### config.mk
export PLATFORM = sky130hd
export DESIGN_NAME = vga_controller
export DESIGN_NICKNAME = d
export VERILOG_FILES = /design/src/rtl/vga_controller_pkg.sv /design/src/rtl/vga_controller_timing.sv /design/src/rtl/vga_controller.sv
export SDC_FILE = /design/constraint.sdc
export NUM_CORES = 1
export LEC_CHECK = 0
export BUFFER_PORTS_ARGS = -buffer_cell sky130_fd_sc_hd__buf_2
export CAP_MARGIN = 0
export CELL_PAD_IN_SITES_DETAIL_PLACEMENT = 1
export CELL_PAD_IN_SITES_GLOBAL_PLACEMENT = 1
export CORE_MARGIN = 2
export CORE_UTILIZATION = 43
export DETAILED_ROUTE_END_ITERATION = 8
export HOLD_SLACK_MARGIN = 0.15
export PLACE_DENSITY = 0.87
export SLEW_MARGIN = 15
export SYNTH_ARGS = -nofsm -noshare
export SYNTH_HDL_FRONTEND = slang
export SYNTH_HIERARCHICAL = 1
export SYNTH_SLANG_ARGS = --single-unit
### constraint.sdc
create_clock -name clock -period 3.8 [get_ports clock]
set_clock_uncertainty 0.2 [all_clocks]
set_input_delay 0.38 -clock clock [delete_from_list [all_inputs] [get_ports clock]]
set_output_delay 0.38 -clock clock [all_outputs]
set_load 0.02 [all_outputs]
### src/rtl/vga_controller_pkg.sv
// Shared helpers for the VGA controller: raster totals and counter widths.
package vga_controller_pkg;

  // Total length of a raster dimension (active + front porch + sync + back porch).
  function automatic int unsigned raster_total(input int unsigned act,
                                               input int unsigned fp,
                                               input int unsigned sp,
                                               input int unsigned bp);
    return act + fp + sp + bp;
  endfunction

  // Counter width able to hold 0..tot-1 (never narrower than one bit).
  function automatic int unsigned cnt_width(input int unsigned tot);
    return (tot < 2) ? 1 : $clog2(tot);
  endfunction

endpackage

### src/rtl/vga_controller_timing.sv
// Horizontal/vertical raster counters with active, sync-window and end-of-frame decode.
module vga_controller_timing
  import vga_controller_pkg::*;
#(
  parameter int X_HOR = 800,
  parameter int X_HFP = 40,
  parameter int X_HSP = 128,
  parameter int X_HBP = 88,
  parameter int X_VER = 600,
  parameter int X_VFP = 1,
  parameter int X_VSP = 4,
  parameter int X_VBP = 23
) (
  input  logic clock,
  input  logic rst,
  output logic active,
  output logic hs_win,
  output logic vs_win,
  output logic frame
);

  localparam int HTOT = int'(raster_total(X_HOR, X_HFP, X_HSP, X_HBP));
  localparam int VTOT = int'(raster_total(X_VER, X_VFP, X_VSP, X_VBP));
  localparam int HW   = int'(cnt_width(HTOT));
  localparam int VW   = int'(cnt_width(VTOT));

  // Decode points; every sync window ends at least one count before the wrap.
  localparam logic [HW-1:0] H_LAST = HW'(HTOT - 1);
  localparam logic [HW-1:0] H_ACT  = HW'(X_HOR);
  localparam logic [HW-1:0] HS_BEG = HW'(X_HOR + X_HFP);
  localparam logic [HW-1:0] HS_END = HW'(X_HOR + X_HFP + X_HSP);
  localparam logic [VW-1:0] V_LAST = VW'(VTOT - 1);
  localparam logic [VW-1:0] V_ACT  = VW'(X_VER);
  localparam logic [VW-1:0] VS_BEG = VW'(X_VER + X_VFP);
  localparam logic [VW-1:0] VS_END = VW'(X_VER + X_VFP + X_VSP);

  logic [HW-1:0] hc;
  logic [VW-1:0] vc;
  logic          h_last;
  logic          v_last;

  assign h_last = (hc == H_LAST);
  assign v_last = (vc == V_LAST);

  // Raster position: hc runs every cycle, vc steps on each line wrap.
  always_ff @(posedge clock) begin
    if (rst) begin
      hc <= '0;
      vc <= '0;
    end else if (h_last) begin
      hc <= '0;
      vc <= v_last ? '0 : vc + 1'b1;
    end else begin
      hc <= hc + 1'b1;
    end
  end

  assign active = (hc < H_ACT) && (vc < V_ACT);
  assign hs_win = (hc >= HS_BEG) && (hc < HS_END);
  assign vs_win = (vc >= VS_BEG) && (vc < VS_END);
  assign frame  = h_last && v_last;

endmodule

### src/rtl/vga_controller.sv
// Streaming pixel-to-VGA output: ready/valid pixel intake, registered RGB/HS/VS.
module vga_controller
  import vga_controller_pkg::*;
#(
  parameter int FREQ  = 40_000_000,
  parameter int X_HOR = 800,
  parameter int X_HFP = 40,
  parameter int X_HSP = 128,
  parameter int X_HBP = 88,
  parameter int X_VER = 600,
  parameter int X_VFP = 1,
  parameter int X_VSP = 4,
  parameter int X_VBP = 23,
  parameter int RB    = 5,
  parameter int GB    = 6,
  parameter int BB    = 5
) (
  input  logic          clock,
  input  logic          resetn,
  input  logic          valid,
  input  logic [RB-1:0] r_in,
  input  logic [GB-1:0] g_in,
  input  logic [BB-1:0] b_in,
  output logic          ready,
  output logic          frame,
  output logic [RB-1:0] r_out,
  output logic [GB-1:0] g_out,
  output logic [BB-1:0] b_out,
  output logic          hs,
  output logic          vs
);

  // FREQ only documents the intended pixel clock; reject nonsensical settings early.
  if (FREQ < 1 || X_HOR < 1 || X_HFP < 1 || X_HSP < 1 || X_HBP < 1 ||
      X_VER < 1 || X_VFP < 1 || X_VSP < 1 || X_VBP < 1) begin : g_bad_params
    $error("vga_controller: all timing parameters and FREQ must be >= 1");
  end

  logic          active_p0;
  logic          hs_win_p0;
  logic          vs_win_p0;
  logic          frame_p0;
  logic          vld_p0;
  logic [RB-1:0] r_p1;
  logic [GB-1:0] g_p1;
  logic [BB-1:0] b_p1;
  logic          hs_p1;
  logic          vs_p1;

  vga_controller_timing #(
    .X_HOR(X_HOR), .X_HFP(X_HFP), .X_HSP(X_HSP), .X_HBP(X_HBP),
    .X_VER(X_VER), .X_VFP(X_VFP), .X_VSP(X_VSP), .X_VBP(X_VBP)
  ) u_timing (
    .clock  (clock),
    .rst    (resetn),
    .active (active_p0),
    .hs_win (hs_win_p0),
    .vs_win (vs_win_p0),
    .frame  (frame_p0)
  );

  // Stage p0: raster decode and handshake, both held low while in reset.
  assign ready  = active_p0 & ~resetn;
  assign frame  = frame_p0 & ~resetn;
  assign vld_p0 = ready & valid;

  // Stage p1: output registers; a missing pixel or blanking yields black.
  always_ff @(posedge clock) begin
    if (resetn) begin
      r_p1  <= '0;
      g_p1  <= '0;
      b_p1  <= '0;
      hs_p1 <= 1'b0;
      vs_p1 <= 1'b0;
    end else begin
      r_p1  <= vld_p0 ? r_in : '0;
      g_p1  <= vld_p0 ? g_in : '0;
      b_p1  <= vld_p0 ? b_in : '0;
      hs_p1 <= hs_win_p0;
      vs_p1 <= vs_win_p0;
    end
  end

  assign r_out = r_p1;
  assign g_out = g_p1;
  assign b_out = b_p1;
  assign hs    = hs_p1;
  assign vs    = vs_p1;

endmodule

==> Word level (Yosys, flattened, before mapping) <==
Cells that the tools add are included.
{ "op_classes": {"n_addsub": 2, "order_cmp": 6, "eq_ne": 2, "muxes": 1, "n_bitwise": 5, "reduce_logical": 6} }
{ "op_table": {"columns": ["cell", "n"], "rows": [
  ["$lt A11 B10 Y1 const B", 2],
  ["$lt A10 B10 Y1 const B", 2],
  ["$add A11 B1 Y11 const B", 1],
  ["$eq A11 B11 Y1 const B", 1],
  ["$ge A11 B10 Y1 const B", 1],
  ["$add A10 B1 Y10 const B", 1],
  ["$eq A10 B10 Y1 const B", 1],
  ["$ge A10 B10 Y1 const B", 1],
  ["$mux W10", 1],
  ["$logic_and A1 B1 Y1", 4],
  ["$reduce_or A2 Y1", 2],
  ["$and A1 B1 Y1", 3],
  ["$not A1 Y1", 2]
]} }
{ "word_totals": {"regBits": 39, "input_bits": 19} }

==> Logic depth before layout (Yosys ltp) <==
Gate-level depths: netlist of run 1.
{ "depth": {"depth_word": 6, "depth_mapped": 7, "mapped_depth_nobuf": 6} }

==> Hierarchy <==
The synthesis of run 1 kept the hierarchy.
{ "by_module_without_submodules": {"columns": ["module", "instances", "cells_each", "area_each_um2", "seq_area_each_um2"], "rows": [
  ["vga_controller_timing", 1, 130, 1141.1, 420.4],
  ["vga_controller", 1, 42, 581.8, 360.3]
]} }

==> Worst setup path after synthesis of run 1 <==
OpenSTA, ideal clock, no wires.
{ "synth_timing": {"kind": "register to output", "startpoint": "register u_timing.hc[7]", "endpoint": "output ready", "arrival_time_ns": 1.610, "t_required_ns": 3.220, "slack_ns": 1.610, "stages_incl_launch_ff": 6, "path_buffers": 1, "path_cell_list": "dfxtp_1 nor3_4 nor2_1 a211oi_1 buf_6 nor2b_2"} }
{ "synth_between": {"elab_chain_cells": 3} }
{ "synth_lines": {"columns": ["item", "line_no", "text"], "rows": [
  ["start: declaration", "vga_controller_timing.sv:37", "logic [HW-1:0] hc;"],
  ["start signal: assignment", "vga_controller_timing.sv:54", "hc <= hc + 1'b1;"],
  ["$lt A11 B10 Y1", "vga_controller_timing.sv:58", "assign active = (hc < H_ACT) && (vc < V_ACT);"],
  ["$logic_and A1 B1 Y1", "vga_controller_timing.sv:58", null],
  ["via active_p0", "vga_controller.sv:39", "logic active_p0;"],
  ["$and A1 B1 Y1", "vga_controller.sv:63", "assign ready = active_p0 & ~resetn;"],
  ["end: declaration", "vga_controller.sv:24", "output logic ready,"]
]} }
The timed path passes the listed nets, and every way through them passes these cells.

==> Final worst setup path of run 1 <==
{ "layout_timing": {"startpoint": "register u_timing.hc[0]", "endpoint": "output frame"} }
{ "layout_between": {"elab_chain_cells": 3} }
{ "layout_lines": {"columns": ["item", "line_no", "text"], "rows": [
  ["$eq A11 B11 Y1", "vga_controller_timing.sv:42", "assign h_last = (hc == H_LAST);"],
  ["$logic_and A1 B1 Y1", "vga_controller_timing.sv:61", "assign frame = h_last && v_last;"],
  ["via frame_p0", "vga_controller.sv:42", "logic frame_p0;"],
  ["$and A1 B1 Y1", "vga_controller.sv:64", "assign frame = frame_p0 & ~resetn;"],
  ["end: declaration", "vga_controller.sv:25", "output logic frame,"]
]} }
The timed path passes the listed nets, and every way through them passes these cells.

==> metrics.cfg, run 1 <==
[grt]
overflow=0
grt_antenna_before_repair=0
grt_usage_pct=18.8
grt_pass1_vias=1393
grt_max_degree=29
grt_pass1_wl_um=6310

[finish]
area_growth_pct=18.4
final_area_mm2=0.00204
layout_common_cells=dfxtp_1, buf_2, nor2_1
nets=237
n_antenna_cell=0
drive_above_1_share_pct=29.4
fillCellCount=474
final_common_cell=dfxtp_1

[sta]
tightest_slew_ns=0.415
fin_hold_ws_ns=0.155
fmax_ghz=0.392
period_minus_slack_ns=2.55
slew_violations=0
rsz0062_at_grt=false
fin_crit_sh_pct=67.1
setup_viol=0
maxSlewHeadroom_pct=72.3
hold_violations=0
finalWorstSetupSlack_ns=1.25
setup-tns-final_ns=0

[detailed_routing]
drc=0
vias=1407
wirelength_um=3850
routed_via_density=5.33
first_pass_iters=4
drt_iter0_drc=66
routedWlPerCell_um=14.6
final_antenna_net_count=0

[hold_path]
hold_class=in2reg
min_to=b_out[3]$_SDFF_PP0_
hold_start=b_in[3]
holdPathStages=2

[pwr]
leakage_nw=0.845
power_uw=751
ir_worst_vdd_v=0.000155
powerDensity_mw_per_mm2=368

[synthesis]
synth_warnings=6
synth_mux_area_share_pct=0.581
synth.area.top_cells=dfxtp_1, and4b_1, nor2_1
synth-xor-area-share_pct=6.10
syn-num-nets=196
synth_top_family_by_area=simple AND/OR/NAND/NOR gates
netlist_area_mm2=0.00172
yosysUniqueCellTypes=40
synth-compound-area-share_pct=8.06
yosys_register_bits=39
synth_fa_ha_area_share_pct=3.63
synth-simple-area-share_pct=31.7
synth_top_area_share_pct=45.3
synthesis.instances=172
yosys.area.top_type=dfxtp_1
synth.avg_cell_area_um2=10.0
synth_seq_area_share_pct=45.3

[cts]
cts_buffers=5
hold_buffers=2
cts_sinks=39
post_cts_resize_count=0
cts_tree=yes
cts-root-buf=clkbuf_8
htreeDepth=2
post_cts_buffers=0
cts_buffer_depth=2
clkLatencyLatePin_ns=0.30
cts.clk_slew.worst_paths_ns=0.08

[critical_path]
cp_max_fo=12
path_cells=ha_1 > and4_4 > nand3_2 > nor2_1 > nor2b_1 > buf_2
rr_endpoint=u_timing/vc[6]$_SDFFE_PP0N_
cp-end-kind=output pin
r2r-start=u_timing/hc[0]$_SDFF_PP0_
cp_data_arrival_time_ns=1.97
reg2reg_slack_ns=1.63
cp_slowest_stage_delay_ns=0.38
critPathKind=reg2out
cp_data_required_time_ns=3.22
reg2reg_depth=5
critPathSlowestCell=dfxtp_1
start_kind=register

[floorplan]
die_h_um=67.3
start_util_pct=44.0
dieArea_mm2=0.00453
io_pins=39
die_w_um=67.3
fp-row-count=23
core-area_mm2=0.00391

[placement]
place_ws_ns=1.55
place_congestion=0.767
post_dp_cell_area_mm2=0.00193
io_buffers=38
hpwl_um=2860

[outcome]
status=finished clean

[job]
maxCapViolations=0

## state kept, by name, indices dropped and copies added, names as in the netlist
register and cells:
g_out 6, r_out 5, u_timing/vc 10, vs 1, hs 1, u_timing/hc 11
b_out 5
## layout make-up
type                    instances  area (um2)  area share [%]
clock buffers                   5        68.8            3.37
clock inverters                 3        20.0           0.982
inverters                       7        26.3            1.29
flip-flops and latches         39         781            38.3
well taps                      50        62.6            3.07
multi-input cells             119         863            42.3
repair buffers                 41         218            10.7
## worst max-delay path by stage
stage | from | slack, ns | end | cells after the start
final | u_timing/hc[0]$_SDFF_PP0_ | 1.25 | frame | 6
after global routing | u_timing/hc[0]$_SDFF_PP0_ | 1.06 | frame | 6
after CTS | u_timing/hc[0]$_SDFF_PP0_ | 1.21 | frame | 6
after detailed placement | u_timing/hc[0]$_SDFF_PP0_ | 1.55 | frame | 6
after global placement | u_timing/hc[0]$_SDFF_PP0_ | 1.69 | frame | 6
after floorplan | u_timing/hc[7]$_SDFF_PP0_ | 1.61 | ready | 5
## power by group
group,leakage [nW],switching (mW),internal [mW],total (mW)
Sequential,0.317,0.00471,0.418,0.422
Clock,0.0402,0.151,0.128,0.279
Combinational,0.488,0.0272,0.0229,0.0501
Total,0.845,0.183,0.568,0.751
## through the flow
step	std cells	utilization [%]
2_1_floorplan	172	-
6_report	264	52.1
3_3_place_gp	254	49.3
5_1_grt	264	52.1
4_1_cts	264	52.1
3_5_place_dp	254	49.3
## critical path, delay by kind of cell, from the launching register on
kind	cells	cell delay (ns)
and+or+nand+nor	4	0.83
DFF	1	0.38
adders and majority gates	1	0.28
buffers and inverters	1	0.18
## synthesized netlist by cell type, drive strengths merged
| cell type | n |
|---|---|
| dfxtp | 39 |
| nor2 | 19 |
| and4b | 16 |
| nand3 | 8 |
| inv | 7 |
| buf | 6 |
| nand2 | 6 |
| xnor2 | 6 |
| xor2 | 6 |
| ha | 5 |
| nand4 | 5 |
| nor3 | 5 |
| a21oi | 4 |
| nand2b | 4 |
| nor2b | 4 |
| o31ai | 4 |
| and3 | 3 |
| o21ai | 3 |
| o21ba | 3 |
| and4 | 2 |
| nand3b | 2 |
| nor4 | 2 |
| o31a | 2 |
| or4 | 2 |
| a211oi | 1 |
| clkbuf | 1 |
| mux2i | 1 |
| nor3b | 1 |
| nor4b | 1 |
| nor4bb | 1 |
| o21a | 1 |
| o21bai | 1 |
| or3 | 1 |
## cell families (layout without fill, tap and decap cells)
family | after synthesis | after routing
buffers and inverters | 14 | 56
multiplexers | 1 | 1
XOR/XNOR | 12 | 12
flip-flops | 39 | 39
adder cells (fa/ha/maj) | 5 | 5
AND/OR/NAND/NOR | 82 | 82
AO/OA/AOI/OAI | 19 | 19
## routing by layer
layer	GRT usage [%]	vias up	share of wire [%]
li1	-	697	-
met1	21.9	670	45
met2	31.9	35	49
met3	5.67	5	5.3
met4	8.16	0	1.3
met5	0	-	0
No activity file was read; power rests on OpenSTA's default activity.
==> run 2, diff against run 1 <==
Settings changed: ABC_AREA set to 1, CORE_UTILIZATION 43 to 35, PLACE_DENSITY 0.87 to 0.8.
Clock period 3.8 ns to 2.13 ns, I/O delays scaled along.
==> metrics.cfg, run 2 <==
[grt]
grt_max_degree=17  ; -41%
grt_pass1_wl_um=8550  ; +35%
grt_usage_pct=18.2  ; -0.61 points
grt_antenna_before_repair=0  ; unchanged
grt_pass1_vias=1860  ; +34%
overflow=0  ; unchanged

[synthesis]
ys.flop_type=dfxtp_1
async_flop_share_pct=0  ; unchanged
synth.avg_cell_area_um2=7.49  ; -25%
synth_warnings=6  ; unchanged
yosysUniqueCellTypes=28  ; -30%
synth_most_common_cell=inv_1
synth_edf_count=0  ; unchanged
synth_top_cells_by_count=inv_1, nand2_1, dfxtp_1
syn-num-nets=275  ; +40%
netlist_area_mm2=0.00188  ; +9.2%
synth_seq_area_share_pct=41.5  ; -3.8 points
synth_top_area_share_pct=41.5  ; -3.8 points
synthesis.instances=251  ; +46%
yosys_register_bits=39  ; unchanged
yosys.area.top_type=dfxtp_1
synth.area.top_cells=dfxtp_1, inv_1, nand2_1

[critical_path]
reg2reg_slack_ns=0.35  ; -1.28 ns
cp_data_arrival_time_ns=1.64  ; -0.33 ns
critPathKind=reg2out
reg2reg_depth=6  ; +1
cp_data_required_time_ns=1.72  ; -1.50 ns
cp-end-kind=output pin
cp_max_fo=8  ; -4
r2r-start=u_timing/hc[7]$_SDFF_PP0_
rr_endpoint=r_out[4]$_SDFF_PP0_
start_kind=register

[finish]
final_common_cell=inv_1
largest_register_ffs=11  ; unchanged
nets=340  ; +43%
multiInputGateArea_um2=917  ; +6.2%
drive_above_1_share_pct=30.3  ; +0.84 points
n_antenna_cell=0  ; unchanged
area_growth_pct=31.5
regArea_um2=785  ; +0.48%
top_register=u_timing/hc
fillCellCount=668  ; +41%
layout_common_cells=inv_1, nand2_1, nor2_1, buf_2, dfxtp_1

[detailed_routing]
drc=0  ; unchanged
wirelength_um=5260  ; +37%
routedWlPerCell_um=13.6  ; -6.8%
routed_via_density=4.53  ; -15%
final_antenna_net_count=0  ; unchanged
vias=1754  ; +25%
drt_iter0_drc=36  ; -45%
first_pass_iters=4  ; unchanged

[hold_path]
hold_start=u_timing/hc[0]$_SDFF_PP0_
hold_class=reg2reg
min_to=u_timing/hc[0]$_SDFF_PP0_
holdPathStages=1  ; -1

[floorplan]
die_h_um=77.3  ; +15%
dieArea_mm2=0.00598  ; +32%
io_pins=39  ; unchanged
core-area_mm2=0.00514  ; +31%
fp-row-count=26  ; +13%
start_util_pct=36.6  ; -7.4 points
die_w_um=77.3  ; +15%

[sta]
hold_violations=0  ; unchanged
period_minus_slack_ns=2.05
tightest_slew_ns=0.306  ; -0.109 ns
maxSlewHeadroom_pct=79.5  ; +7.2 points
setup_viol=0  ; unchanged
setup-tns-final_ns=0  ; unchanged
slew_violations=0  ; unchanged
fin_crit_sh_pct=96.4
fmax_ghz=0.487

[cts]
cts.clk_slew.worst_paths_ns=0.08  ; about the same
clkLatencyLatePin_ns=0.30  ; about the same
cts_buffer_depth=2  ; unchanged
cts_sinks=39  ; unchanged
cts_buffers=5  ; unchanged
cts-root-buf=clkbuf_8
htreeDepth=2  ; unchanged
cts_tree=yes

[placement]
place_congestion=0.776  ; +1.1%
hpwl_um=3320  ; +16%
io_buffers=38  ; unchanged

[pwr]
ir_worst_vdd_v=0.000285  ; +84%
powerDensity_mw_per_mm2=569  ; +55%
leakage_nw=1.14  ; +35%
power_mw=1.41  ; +87%

[outcome]
status=finished clean

[job]
maxCapViolations=0  ; unchanged

==> run 2: cell types whose count changed in the layout (fill, tap and decap cells not counted), moves of 5 or more <==
| cell | before | now |
|---|---|---|
| xnor2_1 | 6 | 1 |
| nand2_1 | 6 | 43 |
| nor2_4 | 0 | 8 |
| nor2_2 | 0 | 13 |
| dlygate4sd3_1 | 2 | 18 |
| nand2_2 | 0 | 8 |
| and4b_2 | 6 | 0 |
| nor2_1 | 19 | 37 |
| and4b_1 | 10 | 0 |
| inv_1 | 7 | 47 |
==> run 2: area by class of cell <==
type,instances,area share [%]
Inverter,50,7.59
Sequential cell,39,31.7
Multi-Input combinational cell,160,37.1
Tap cell,70,3.54
Timing Repair Buffer,60,16.3
Clock buffer,5,2.78
Clock inverter,3,0.962
==> run 2: power breakdown <==
group	internal, mW	switching (mW)	total [mW]
clock network	0.234	0.295	0.529
logic	0.0557	0.0686	0.124
registers	0.746	0.00852	0.755
total	1.04	0.372	1.41
==> run 2: per-layer routing <==
layer / share of wire [%] / global-route usage, % / up-vias
met5: 0 / 0 / -
met4: 1.3 / 4.64 / 0
met3: 5.0 / 5.76 / 7
met2: 52 / 33.9 / 38
met1: 41 / 19.8 / 824
li1: - / - / 885
==> run 2: how the worst max path moves through the flow <==
stage	from	to	slack, ns
detailed placement	u_timing/hc[7]$_SDFF_PP0_	b_out[4]$_SDFF_PP0_	0.18
global route	u_timing/hc[0]$_SDFF_PP0_	frame	-0.04
finish	u_timing/hc[0]$_SDFF_PP0_	frame	0.08
global placement	u_timing/hc[7]$_SDFF_PP0_	ready	0.27
CTS	u_timing/hc[7]$_SDFF_PP0_	ready	0.001
floorplan	u_timing/hc[7]$_SDFF_PP0_	ready	0.32
==> run 2: logic make-up (layout without fill, tap and decap cells) <==
kind of cell	Yosys count	in the layout	synth area share (%)
AND/OR/NAND/NOR	135	135	36.9
buffers and inverters	52	118	11.4
flip-flops	39	39	41.5
AO/OA/AOI/OAI	17	17	5.52
adder cells (fa/ha/maj)	5	5	3.33
XOR/XNOR	3	3	1.40
==> run 2: critical path: stages (launching register included) <==
cell and delay, ns:
dfxtp_2 0.36, ha_2 0.19, nand2_2 0.09, nor2_4 0.16, nand2_4 0.11, nor2_4 0.13
inv_1 0.05, nor2_1 0.10, buf_4 0.16
==> run 2: repair_timing <==
item	CTS	global route
gates resized for setup	2	8
buffers inserted	1	3
endpoints found under the hold margin	22	0
setup endpoints to repair	2	2
pin swaps	1	4
hold buffers	18	0
==> run 2: metrics by stage <==
step / std cells / hold WS [ns] / setup slack (ns) / utilization, % / cell area (um2)
after floorplan: 251 / 0.0821 / 0.324 / - / 1880
after global placement: 357 / 0.228 / 0.275 / 41.5 / 2130
after detailed placement: 357 / 0.236 / 0.177 / 41.5 / 2130
after CTS: 384 / 0.242 / 0.00117 / 47.1 / 2420
after global routing: 387 / 0.265 / -0.0370 / 48.1 / 2470
final: 387 / 0.243 / 0.0775 / 48.1 / 2470
==> run 3, diff against run 2 <==
Settings changed: SYNTH_HIERARCHICAL 1 to not set.
==> metrics.cfg, run 3 <==
[outcome]
status=finished clean

[sta]
rsz0062_at_grt=true
hold_violations=0  ; unchanged
fin_hold_ws_ns=0.157  ; -0.0859 ns
slew_violations=0  ; unchanged
fmax_ghz=0.486  ; -0.24%
tightest_slew_ns=0.359  ; +0.0535 ns
period_minus_slack_ns=2.06  ; +0.00502 ns
finalWorstSetupSlack_ns=0.0725  ; -0.00502 ns
setup_viol=0  ; unchanged
maxSlewHeadroom_pct=76.0  ; -3.5 points
setup-tns-final_ns=0  ; unchanged
fin_crit_sh_pct=96.6  ; +0.24 points

[critical_path]
cp-end-kind=output pin
start_kind=register
cp_data_required_time_ns=1.72  ; about the same
reg2reg_depth=7  ; +1
cp_max_fo=5  ; -3
cp_data_arrival_time_ns=1.64  ; about the same
r2r-start=u_timing.hc[0]$_SDFF_PP0_
rr_endpoint=u_timing.vc[1]$_SDFFE_PP0N_
critPathKind=reg2out
reg2reg_slack_ns=0.34  ; about the same

[synthesis]
async_flop_share_pct=0  ; unchanged
synth_top_cells_by_count=nand2_1, inv_1, dfxtp_1
synthesis.instances=263  ; +4.8%
synth.avg_cell_area_um2=7.29  ; -2.7%
netlist_area_mm2=0.00192  ; +1.9%
synth.area.top_cells=dfxtp_1, nand2_1, inv_1
yosysUniqueCellTypes=28  ; unchanged
synth_warnings=0  ; -6
synth_edf_count=0  ; unchanged
yosys.area.top_type=dfxtp_1
synth_most_common_cell=nand2_1
syn-num-nets=287  ; +4.4%
yosys_register_bits=39  ; unchanged
synth_seq_area_share_pct=40.7  ; -0.79 points
ys.flop_type=dfxtp_1
synth_top_area_share_pct=40.7  ; -0.79 points

[hold_path]
hold_class=in2reg
hold_start=valid
holdPathStages=3  ; +2
min_to=b_out[4]$_SDFF_PP0_

[job]
maxCapViolations=0  ; unchanged

[detailed_routing]
wirelength_um=5350  ; +1.8%
routedWlPerCell_um=13.5  ; -0.49%
final_antenna_net_count=0  ; unchanged
vias=1851  ; +5.5%
drt_iter0_drc=93  ; +160%
drc=0  ; unchanged
first_pass_iters=4  ; unchanged
routed_via_density=4.67  ; +3.1%

[cts]
cts-root-buf=clkbuf_8
clkLatencyLatePin_ns=0.30  ; about the same
cts_buffers=5  ; unchanged
cts_buffer_depth=2  ; unchanged
cts.clk_slew.worst_paths_ns=0.09  ; about the same
cts_sinks=39  ; unchanged
htreeDepth=2  ; unchanged
cts_tree=yes

[placement]
io_buffers=38  ; unchanged
dp.cells=369  ; +3.4%
post_dp_cell_area_mm2=0.00217  ; +1.6%
hpwl_um=3650  ; +10%
place_ws_ns=0.301  ; +0.124 ns
place_congestion=0.829  ; +6.9%

[floorplan]
die_w_um=78.0  ; +0.91%
dieArea_mm2=0.00608  ; +1.8%
start_util_pct=36.8  ; +0.24 points
core-area_mm2=0.00520  ; +1.3%
fp-row-count=26  ; unchanged
io_pins=39  ; unchanged
die_h_um=78.0  ; +0.91%

[finish]
final_area_mm2=0.00248  ; +0.51%
final_common_cell=nand2_1
n_antenna_cell=0  ; unchanged
layout_common_cells=nand2_1, inv_1, dfxtp_1, buf_2, nor2_1
regArea_um2=786  ; +0.16%
area_growth_pct=29.6
nets=349  ; +2.6%
finalNonFillerCells=396  ; +2.3%
postLayoutCoreUtil_pct=47.7  ; -0.36 points
drive_above_1_share_pct=26.7  ; -3.6 points
fillCellCount=683  ; +2.2%
multiInputGateArea_um2=915  ; -0.27%
largest_register_ffs=11  ; unchanged
top_register=u_timing.hc

[pwr]
leakage_nw=1.19  ; +4.5%
power_mw=1.53  ; +8.8%
ir_worst_vdd_v=0.000470  ; +65%
powerDensity_mw_per_mm2=616  ; +8.3%

[grt]
grt_usage_pct=18.8  ; +0.61 points
overflow=0  ; unchanged
grt_max_degree=17  ; unchanged
grt_pass1_vias=1989  ; +6.9%
grt_antenna_before_repair=0  ; unchanged
grt_pass1_wl_um=9060  ; +6.0%

-- run 3: cell types whose count changed in the layout (fill, tap and decap cells not counted), sizes merged, moves of 3 or more --
cell   before  now
xor2        2    5
nor3       11    4
nand3       9   18
nand2      52   57
a21oi       6   13
nand4       4    7
nor2       58   48
-- run 3: power breakdown --
group,switching [mW],internal (mW)
Clock,0.300,0.355
Sequential,0.00738,0.744
Combinational,0.0673,0.0574
-- run 3: area by class of cell --
| type | count | share of cell area (%) |
|---|---|---|
| Inverter | 52 | 7.85 |
| Multi-Input combinational cell | 169 | 36.8 |
| Clock buffer | 5 | 2.77 |
| Tap cell | 70 | 3.52 |
| Timing Repair Buffer | 58 | 15.5 |
| Sequential cell | 39 | 31.6 |
| Clock inverter | 3 | 1.91 |
-- run 3: how the worst max path moves through the flow --
stage,from,endpoint,slack (ns),cells past startpoint
2_1_floorplan,u_timing.vc[0]$_SDFFE_PP0N_,frame,0.39,7
3_3_place_gp,u_timing.vc[0]$_SDFFE_PP0N_,frame,0.35,8
3_5_place_dp,u_timing.vc[0]$_SDFFE_PP0N_,frame,0.30,8
4_1_cts,u_timing.vc[0]$_SDFFE_PP0N_,frame,0.03,8
5_1_grt,u_timing.vc[0]$_SDFFE_PP0N_,frame,-0.06,8
6_report,u_timing.vc[0]$_SDFFE_PP0N_,frame,0.07,8
-- run 3: worst max-delay path, cell delays in order, from the launching register on --
cell	delay (ns)
dfxtp_4	0.38
ha_2	0.21
nand2_1	0.08
nor2_1	0.13
nand2_1	0.10
nor2_2	0.14
nand2_4	0.07
nor2_1	0.09
buf_4	0.14
-- run 3: repair_timing --
action                                  in CTS  in global routing
hold buffers                                17                  0
setup buffers                                0                  2
hold endpoints to repair                    19                  0
gates cloned                                 0                  0
resized for setup                            2                  5
endpoints found under the setup margin       1                  2
pin swaps                                    0                  1
-- run 3: per-layer routing --
metal	vias to the layer above	track usage [%]	wire length, um
li1	925	-	-
met1	886	21.8	2390
met2	35	33.9	2720
met3	5	4.53	186
met4	0	6.14	51
met5	-	0	0
-- run 3: logic make-up (layout without fill, tap and decap cells) --
| family | Yosys count | count (layout) | share of synthesized area, % |
|---|---|---|---|
| flip-flops | 39 | 39 | 40.7 |
| adder cells (fa/ha/maj) | 5 | 5 | 3.26 |
| XOR/XNOR | 6 | 6 | 2.74 |
| AO/OA/AOI/OAI | 22 | 22 | 6.46 |
| AND/OR/NAND/NOR | 136 | 136 | 34.7 |
| buffers and inverters | 55 | 118 | 12.1 |
